<file path="src/rtl/reg_file_param.sv">
// Parameterised register file with per-byte writes, registered reads and an
// error pulse when a read and a write are requested on the same edge.
module reg_file_param #(
  parameter int              DATA_W   = 16,
  parameter int              ADDR_W   = 3,
  parameter logic [DATA_W-1:0] REG2_RST = 16'h0081,
  parameter logic [DATA_W-1:0] REG3_RST = 16'h0020
) (
  input  logic                CLK,
  input  logic                RST,
  input  logic                WrEn,
  input  logic                RdEn,
  input  logic [ADDR_W-1:0]   Address,
  input  logic [DATA_W-1:0]   WrData,
  input  logic [DATA_W/8-1:0] ByteEn,
  output logic [DATA_W-1:0]   RdData,
  output logic                RdData_Valid,
  output logic                Access_Err,
  output logic [DATA_W-1:0]   REG0,
  output logic [DATA_W-1:0]   REG1,
  output logic [DATA_W-1:0]   REG2,
  output logic [DATA_W-1:0]   REG3
);

  localparam int DEPTH  = 2 ** ADDR_W;
  localparam int BYTE_N = DATA_W / 8;

  logic [DATA_W-1:0] mem [DEPTH];

  logic wrAccept;
  logic rdAccept;
  logic conflict;

  always_comb begin
    wrAccept = WrEn & ~RdEn;
    rdAccept = RdEn & ~WrEn;
    conflict = WrEn & RdEn;
  end

  always_ff @(posedge CLK) begin
    if (RST) begin
      for (int i = 0; i < DEPTH; i++) begin
        if (i == 2)      mem[i] <= REG2_RST;
        else if (i == 3) mem[i] <= REG3_RST;
        else             mem[i] <= '0;
      end
    end else if (wrAccept) begin
      for (int b = 0; b < BYTE_N; b++) begin
        if (ByteEn[b]) mem[Address][8*b +: 8] <= WrData[8*b +: 8];
      end
    end
  end

  // RdData holds between accepted reads; a conflicting request touches nothing.
  always_ff @(posedge CLK) begin
    if (RST) begin
      RdData       <= '0;
      RdData_Valid <= 1'b0;
      Access_Err   <= 1'b0;
    end else begin
      RdData_Valid <= rdAccept;
      Access_Err   <= conflict;
      if (rdAccept) RdData <= mem[Address];
    end
  end

  assign REG0 = mem[0];
  assign REG1 = mem[1];
  assign REG2 = mem[2];
  assign REG3 = mem[3];

endmodule

</file>
<file path="config.mk">
export PLATFORM = sky130hd
export DESIGN_NAME = reg_file_param
export DESIGN_NICKNAME = d
export VERILOG_FILES = /design/src/rtl/reg_file_param.sv
export SDC_FILE = /design/constraint.sdc
export NUM_CORES = 1
export LEC_CHECK = 0
export BUFFER_PORTS_ARGS = -buffer_cell sky130_fd_sc_hd__buf_2
export CAP_MARGIN = 20
export CELL_PAD_IN_SITES_DETAIL_PLACEMENT = 0
export CELL_PAD_IN_SITES_GLOBAL_PLACEMENT = 1
export CORE_MARGIN = 2
export CORE_UTILIZATION = 41
export DETAILED_ROUTE_END_ITERATION = 7
export PLACE_DENSITY_LB_ADDON = 0.12
export SYNTH_ARGS = -nofsm -noshare
export SYNTH_HDL_FRONTEND = slang
export SYNTH_SLANG_ARGS = --single-unit
</file>
<file path="constraint.sdc">
create_clock -name CLK -period 1.8 [get_ports CLK]
set_input_delay 0.18 -clock CLK [delete_from_list [all_inputs] [get_ports CLK]]
set_output_delay 0.18 -clock CLK [all_outputs]
set_load 0.005 [all_outputs]
</file>
==> results of run 1 <==
-- power groups by stage --
stage | sequential, mW | combinational [mW] | clock [mW]
floorplan | 4.01 | 0.393 | 0
detailed placement | 4.05 | 0.709 | 0
global placement | 4.05 | 0.704 | 0
global route | 4.00 | 0.774 | 3.53
CTS | 3.99 | 0.714 | 3.39
finish | 3.99 | 0.711 | 3.34
-- stage by stage --
step	area, sq um	total power [mW]	hold WS, ps	instances	setup slack [ps]
6_report	8130	8.04	33.2	912	149
2_1_floorplan	6540	4.40	294	539	43.9
3_5_place_dp	7550	4.76	436	879	61.1
3_3_place_gp	7550	4.76	433	879	104
4_1_cts	8130	8.09	18.1	912	134
5_1_grt	8130	8.31	51.0	912	1.22
-- synthesized netlist by cell type (5+ instances only) --
cell type and count:
a21oi_1 9, o21bai_1 9, a21o_1 14, a211oi_1 14, nand3b_1 12, a311oi_1 7, nor2_1 141, mux2_2 8
dfxtp_1 18, and2_1 9, o2bb2ai_1 5, mux2i_1 25, nand2b_1 7, buf_2 20, nand2_1 29, clkbuf_1 6
o21ai_0 7, edfxtp_1 128, nand3_1 10, a22o_1 6, buf_6 8, a221oi_1 8
-- sequential cells by signal (all words and copies together) (netlist names) --
signal / flops
RdData: 16
mem: 128
Access_Err: 1
RdData_Valid: 1
-- worst reg2reg max path, delay by kind of cell, from the launching register on --
| kind | cells | cell delay, ps |
|---|---|---|
| AOI/OAI and AO/OA | 3 | 660 |
| DFF | 1 | 410 |
| muxes | 1 | 280 |
-- final cells by class --
type	count	area share (%)
timing repair buffer	166	12.7
sequential	146	51.7
multi-input combinational	352	25.2
clock inverter	9	1.00
tap	216	3.33
clock buffer	23	6.01
-- how the worst min path moves through the flow --
stage / endpoint / slack (ps) / from
2_1_floorplan: Access_Err$_SDFF_PP0_ / 290 / RdEn
3_3_place_gp: Access_Err$_SDFF_PP0_ / 430 / RdEn
3_5_place_dp: Access_Err$_SDFF_PP0_ / 440 / RdEn
4_1_cts: Access_Err$_SDFF_PP0_ / 20 / WrEn
5_1_grt: mem[4][2]$_SDFFCE_PN0P_ / 50 / WrData[2]
6_report: Access_Err$_SDFF_PP0_ / 30 / WrEn
-- cell families after synthesis --
kind of cell,Yosys count
mux,33
buf+inv,41
flops,146
simple gates,229
compound gates,90
-- layer usage --
| layer | GRT usage (%) | vias to the layer above | wire length, microns |
|---|---|---|---|
| met5 | 0 | - | 0 |
| met2 | 31.3 | 205 | 7750 |
| met4 | 7.72 | 0 | 362 |
| li1 | - | 2238 | - |
| met3 | 4.26 | 28 | 1200 |
| met1 | 36.4 | 2354 | 9330 |
==> results.md, run 1 <==
* Hold depth at 3
* Detailed placement HPWL at 14.0 mm
* Most common cell after layout, fill and taps aside: nor2_1
* Fillers at 1,411
* CP Launch Point: RdEn
* Register Area at 4200 sq um
* Slowest-stage cell, CP: dlygate4sd3_1
* Reg clk slew, reported paths at 60 ps
* Pint at 6.21 mW
* Core Region at 15,700 sq um
* Crit-path max cell delay at 530 ps
* Crit. End Element: register
* Final #Nets at 708
* Tcrit/Tclk final at 91.7%
* Status: completed
* H-tree level count at 4
* Die X at 130 microns
* Asr flop ratio synth at 0%
* Detailed Route WL at 18.6 mm
* Hold_buf cts at 1
* Comb power frac at 8.8%
* Vias per cell at 5.29
* CP delay by family, top: buffers and inverters
* Synth Area in XOR/XNOR at 0%
* CTS buffer count at 17
* Number of buffers and inverters on the critical path at 3
* First-pass GRT wire length at 27.5 mm
* Routed WL per cell at 20.4 microns
* Syn-to-layout area delta at 24.3%
* Maximum Capacitance Violations at 0
* Postcts setup bufs at 0
* Final min period at 1650 ps
* Drt pass-1 iters at 5
* Sw frac at 22.8%
* Post-synthesis mux area share at 5.20%
* Peak supply drop at 0.729 mV
* Post-Synth Adder-Cell Area at 0%
* Startpoint Class: primary input
* Synthesized area at 6540 sq um
* Worst hold path class: primary input to register
* Main combinational cell family by area after synthesis: simple AND/OR/NAND/NOR gates
* Core Rows at 46
* Synth unique cells at 41
* Gr usage total at 22.9%
* Post-cts sizing count at 0
* Post-route ant nets at 0
* Worst-margin pin slew at 481 ps
* R2R Path End: RdData[4]$_SDFFE_PP0P_
* Reg2reg setup slack at 320 ps
* Reg2reg start: mem[7][4]$_SDFFCE_PN0P_
* Clock power frac at 41.6%
* Via count at 4,825
* Die Area at 17,000 sq um
* Global route overflow at 0
* Leak at 3.05 nW
* Fin Setup TNS at 0 ps
* Slew margin rel. at 67.9%
* Post-synthesis sequential area ratio at 64.3%
* Max Fclk at 606 MHz
* Layout cells sized above 1 at 30.5%
* Clock latency on the worst-skew pair at 420 ps
* Crit Path Max Fanout at 11
* Worst path depth at 6
* Worst Setup EP: mem[5][13]$_SDFFCE_PN0P_
* Most frequent cells in the layout: nor2_1, edfxtp_1, buf_2, buf_4, nand2_1
* WS Path Type: primary input to register
* Number of remaining DRC errors at 0
* ANT cells at 0
* Simple logic cell fraction of the synthesized area at 15.8%
* Multi-input gate area at 2050 sq um
* Die height at 130 microns
* RSZ-0062 raised after global routing: no
* Switching power at 1.83 mW
* FF+latch count, synth at 146
* Arrival @ worst endpoint at 1730 ps
* Root Driver: clkbuf_16
* Post-synth top area share at 58.8%
* Initial antenna violation count at 0
* Pwr per Cell Area at 990 nW/um^2
* Syn Area/Cell at 12.1 sq um
* Final Util at 51.7%
* Top cells by area, synth: edfxtp_1, nor2_1, dfxtp_1
* Max Buffers Root-to-Sink at 2
* Vias in the first global route at 4,416
* Top_reg_cell synth: edfxtp_1
* Final hold violation count at 0
* I/O Pins at 107
* Starting Density at 41.6%
* Mapped Cells at 539
* Critical Path RT at 1880 ps
* Largest net degree at the start of global routing at 35
* Compound-Gate Fraction of Synth Area at 10.3%
* CP Cell Sequence: dlygate4sd3_1, buf_2, nor2_1, and3_1, buf_12, a21o_1
* Worst R2R Path Depth at 4
* Setup-failing EPs final at 0
* Post-synth EDFFs at 128
* Routability Congestion at 0.868
* Sequential Power Share at 49.6%
* # port buffers at 106
* Synth area leader: edfxtp_1
* Syn Nets at 564
* CTS tree: yes
* YS warnings at 0
* Worst Clk Skew at 5.21 ps
* Initial drt markers at 534
* CTS Sinks at 146
* Final slew viol count at 0
Note: power is estimated with default switching activity, not from simulation.
==> inputs of run 2 (changes only) <==
==> constraint.sdc (replaced) <==
create_clock -name CLK -period 1.35 [get_ports CLK]
set_input_delay 0.135 -clock CLK [delete_from_list [all_inputs] [get_ports CLK]]
set_output_delay 0.135 -clock CLK [all_outputs]
set_load 0.005 [all_outputs]
==> results.md, run 2 (synthesis results as in run 1) <==
* Peak supply drop at 0.879 mV
* Detailed placement HPWL at 14.4 mm
* Fin Setup TNS at -5.69 ps
* Routed WL per cell at 20.3 microns
* Max Buffers Root-to-Sink at 2
* Setup-failing EPs final at 1
* Core Region at 15,700 sq um
* Max reg flops at 128
* Initial drt markers at 443
* Max Fclk at 738 MHz
* Die height at 130 microns
* Worst hold path class: primary input to register
* Largest net degree at the start of global routing at 35
* Most frequent cells in the layout: nor2_1, edfxtp_1, buf_2, buf_4, nand2_1
* Detailed Route WL at 19.1 mm
* Die Area at 17,000 sq um
* Core Rows at 46
* Most common cell after layout, fill and taps aside: nor2_1
* Worst setup margin at -5.69 ps
* Slew margin rel. at 69.3%
* Clock latency on the worst-skew pair at 430 ps
* Tcrit/Tclk final at 100%
* Worst-margin pin slew at 461 ps
* Gr usage total at 23.5%
* Pwr per Cell Area at 1230 nW/um^2
* RSZ-0062 raised after global routing: yes
* Final Util at 54.6%
* Register Area at 4200 sq um
* Violated checks: negative setup slack
* Critical Path RT at 1640 ps
* Final #Nets at 733
* CTS buffer count at 17
* Via count at 4,946
* CTS Sinks at 146
* Syn-to-layout area delta at 31.2%
* Vias per cell at 5.28
* # port buffers at 106
* CTS tree: yes
* Reg clk slew, reported paths at 60 ps
* Multi-input gate area at 2280 sq um
* ANT cells at 0
* Final slew viol count at 0
* Top reg by flops: mem
* Routability Congestion at 0.884
* Fillers at 1,372
* Number of remaining DRC errors at 0
* Final min period at 1360 ps
* Global route overflow at 0
* Vias in the first global route at 4,665
* Hold WS at 16.1 ps
* Root Driver: clkbuf_16
* Leak at 3.21 nW
* Layout cells sized above 1 at 35.8%
* Drt pass-1 iters at 5
* Crit Path Max Fanout at 1
* Crit. End Element: register
* Initial antenna violation count at 0
* I/O Pins at 107
* Final hold violation count at 0
* Arrival @ worst endpoint at 1650 ps
* WS Path Type: register to register
* Starting Density at 41.6%
* H-tree level count at 4
* Status: complete, but fails checks
* Startpoint Class: register
* Maximum Capacitance Violations at 0
* Worst Clk Skew at 9.93 ps
* Post-route ant nets at 0
* First-pass GRT wire length at 28.7 mm
* Largest regs: mem x128, RdData x16
* Die X at 130 microns
==> run 2: changes by cell type in the layout (fill, tap and decap cells not counted), moves of 3 or more <==
| cell | before | now |
|---|---|---|
| dlygate4sd3_1 | 1 | 4 |
| buf_4 | 55 | 71 |
| clkbuf_8 | 4 | 0 |
| a211oi_1 | 14 | 9 |
| a211oi_2 | 0 | 5 |
| mux2_4 | 0 | 3 |
| mux2_2 | 8 | 5 |
| clkinvlp_4 | 3 | 6 |
| a21o_1 | 14 | 8 |
| o21bai_4 | 0 | 9 |
| buf_12 | 4 | 10 |
| o21bai_1 | 9 | 0 |
| a21o_4 | 0 | 6 |
==> run 2: worst paths after layout <==
path | from | endpoint | slack [ps] | cells after the start
hold / removal | WrEn | Access_Err$_SDFF_PP0_ | 20 | 3
setup / recovery | mem[7][4]$_SDFFCE_PN0P_ | RdData[4]$_SDFFE_PP0P_ | -6 | 4
hold reg to reg | RdData[1]$_SDFFE_PP0P_ | RdData[1]$_SDFFE_PP0P_ | 500 | 2
setup reg to reg | mem[7][4]$_SDFFCE_PN0P_ | RdData[4]$_SDFFE_PP0P_ | -6 | 4
==> run 2: power breakdown <==
group / leakage, nW / internal [mW] / total [mW] / switching [mW]
Sequential: 1.37 / 5.16 / 5.30 / 0.144
Clock: 0.236 / 2.33 / 4.17 / 1.84
Combinational: 1.60 / 0.503 / 1.10 / 0.598
==> run 2: timing repair <==
| item | CTS | global route |
|---|---|---|
| hold buffers | 4 | 0 |
| endpoints found under the setup margin | 3 | 6 |
| hold endpoints to repair | 4 | 0 |
| setup buffers | 0 | 1 |
| pin swaps | 4 | 2 |
| gates resized for setup | 5 | 3 |
==> run 2: layout make-up <==
class | instances | share of cell area [%]
Clock inverter | 13 | 1.04
Sequential cell | 146 | 49.0
Multi-Input combinational cell | 352 | 26.5
Tap cell | 216 | 3.15
Timing Repair Buffer | 191 | 15.2
Clock buffer | 19 | 5.05
==> run 2: worst max-delay path: stages, from the launching register on <==
cell and delay (ps):
edfxtp_1 370, mux2_4 270, a22o_1 200, a211oi_2 280
a211oi_1 110
==> run 2: per-layer routing <==
layer / GRT usage, % / part of all wire [%] / vias up / routed length [microns]
met3: 4.59 / 7.2 / 26 / 1370
met4: 8.48 / 1.6 / 0 / 302
met5: 0 / 0 / - / 0
met2: 33.2 / 43 / 200 / 8290
li1: - / - / 2292 / -
met1: 35.8 / 48 / 2428 / 9100
==> run 2: metrics by stage <==
step / cell area, sq um / std cells / power [mW] / worst slack, ps
after floorplan: 6740 / 539 / 5.92 / -69.2
after global placement: 7980 / 901 / 6.45 / -376
after detailed placement: 7980 / 901 / 6.47 / -367
after CTS: 8550 / 936 / 10.6 / -3.72
after global routing: 8580 / 937 / 10.9 / -84.0
final: 8580 / 937 / 10.6 / -5.69
==> inputs of run 3 (changes only) <==
==> constraint.sdc (replaced) <==
create_clock -name CLK -period 1.35 [get_ports CLK]
set_input_delay 0.27 -clock CLK [delete_from_list [all_inputs] [get_ports CLK]]
set_output_delay 0.27 -clock CLK [all_outputs]
set_load 0.005 [all_outputs]
==> results.md, run 3 (synthesis results as in run 1) <==
* Reg clk slew, reported paths at 60 ps
* Max Buffers Root-to-Sink at 2
* Number of remaining DRC errors at 0
* Setup-failing EPs final at 0
* CP Cell Sequence: buf_2
* # port buffers at 106
* CTS Sinks at 146
* Routability Congestion at 0.832
* Final Util at 54.7%
* Design Area, Final at 8590 sq um
* Maximum Capacitance Violations at 0
* WS Path Type: register to output port
* Crit Path Max Fanout at 2
* Critical Path RT at 1080 ps
* Final hold violation count at 0
* Slew margin rel. at 69.9%
* Detailed placement HPWL at 14.5 mm
* First-pass GRT wire length at 28.9 mm
* I/O Pins at 107
* Fin Setup TNS at 0 ps
* Max reg flops at 128
* Starting Density at 41.6%
* Vias in the first global route at 4,730
* Hold depth at 2
* Final slew viol count at 0
* CTS buffer count at 17
* Die X at 130 microns
* Routed WL per cell at 20.5 microns
* Placed cell area at 8030 sq um
* Arrival @ worst endpoint at 1050 ps
* Root Driver: clkbuf_16
* Vias per cell at 5.23
* Number of buffers and inverters on the critical path at 1
* Worst hold path class: primary input to register
* Final #Nets at 726
* CTS tree: yes
* Largest regs: mem x128, RdData x16
* Most common cell after layout, fill and taps aside: nor2_1
* Tcrit/Tclk final at 98.0%
* RSZ-0062 raised after global routing: yes
* Worst R2R Path Depth at 4
* Hold_buf cts at 0
* Clock latency on the worst-skew pair at 420 ps
* Startpoint Class: register
* H-tree level count at 4
* Largest net degree at the start of global routing at 35
* Initial antenna violation count at 0
* Worst-margin pin slew at 451 ps
* Peak supply drop at 0.898 mV
* Via count at 4,857
* Top reg by flops: mem
* Die height at 130 microns
* Worst Clk Skew at 6.36 ps
* ANT cells at 0
* Final min period at 1320 ps
* Max Fclk at 756 MHz
* Layout cells sized above 1 at 36.7%
* Worst path depth at 1
* Crit-path max cell delay at 470 ps
* Slowest-stage cell, CP: edfxtp_1
* Pwr per Cell Area at 1260 nW/um^2
* Crit. End Element: output port
* Gr usage total at 23.7%
* Initial drt markers at 455
* Status: completed
* Core Rows at 46
* CP delay by family, top: flip-flops
* Worst setup margin at 26.8 ps
* Core Region at 15,700 sq um
* Post-route ant nets at 0
* Syn-to-layout area delta at 31.4%
* Place WS at -399 ps
* Die Area at 17,000 sq um
* Drt pass-1 iters at 6
* Global route overflow at 0
* Leak at 3.23 nW
* Most frequent cells in the layout: nor2_1, edfxtp_1, buf_2, buf_4, nand2_1
* Detailed Route WL at 19.0 mm
[run 3: cell types whose count changed in the layout (fill, tap and decap cells not counted), moves of 3 or more]
cell           previous run  this run
a221oi_1                  8         0
a221oi_2                  0         8
clkinvlp_4                6         2
dlygate4sd3_1             4         0
mux2_2                    5         8
mux2_4                    3         0
nand2_2                   3         0
nand2_4                   0         3
[run 3: layout make-up]
class / instances / area (sq um)
clock buffer: 18 / 429
clock inverter: 12 / 119
fill: 1374 / 7120
multi-input combinational: 352 / 2340
sequential: 146 / 4200
tap: 216 / 270
timing repair buffer: 184 / 1230
[run 3: through the flow]
| step | hold slack [ps] | power, mW | std cells |
|---|---|---|---|
| detailed placement | 488 | 6.49 | 898 |
| finish | 149 | 10.8 | 928 |
| floorplan | 384 | 5.96 | 539 |
| global route | 136 | 11.2 | 928 |
| global placement | 490 | 6.47 | 898 |
| CTS | 132 | 10.9 | 928 |
[run 3: worst paths after layout]
| path | slack (ps) | to | startpoint |
|---|---|---|---|
| worst max-delay path | 30 | REG0[7] | mem[0][7]$_SDFFCE_PN0P_ |
| worst min-delay path | 150 | mem[4][3]$_SDFFCE_PN0P_ | WrData[3] |
| worst max register to register | 60 | RdData[9]$_SDFFE_PP0P_ | mem[7][9]$_SDFFCE_PN0P_ |
| worst min register to register | 490 | RdData[1]$_SDFFE_PP0P_ | RdData[1]$_SDFFE_PP0P_ |
[run 3: timing repair]
action / CTS / global route
gates cloned: 0 / 0
gates resized for setup: 1 / 5
endpoints found under the setup margin: 1 / 5
pin swaps: 0 / 3
buffers inserted: 0 / 0
[run 3: report_power, final]
group	switching, mW	leakage [nW]	internal (mW)
combinational	0.608	1.60	0.493
sequential	0.150	1.37	5.16
clock	1.73	0.264	2.67
[run 3: per-layer routing]
| metal | GRT usage (%) | vias up | share of wire, % |
|---|---|---|---|
| met3 | 3.98 | 12 | 7.0 |
| li1 | - | 2280 | - |
| met4 | 6.45 | 0 | 0.96 |
| met2 | 34.2 | 193 | 43 |
| met1 | 36.9 | 2372 | 49 |
| met5 | 0 | - | 0 |
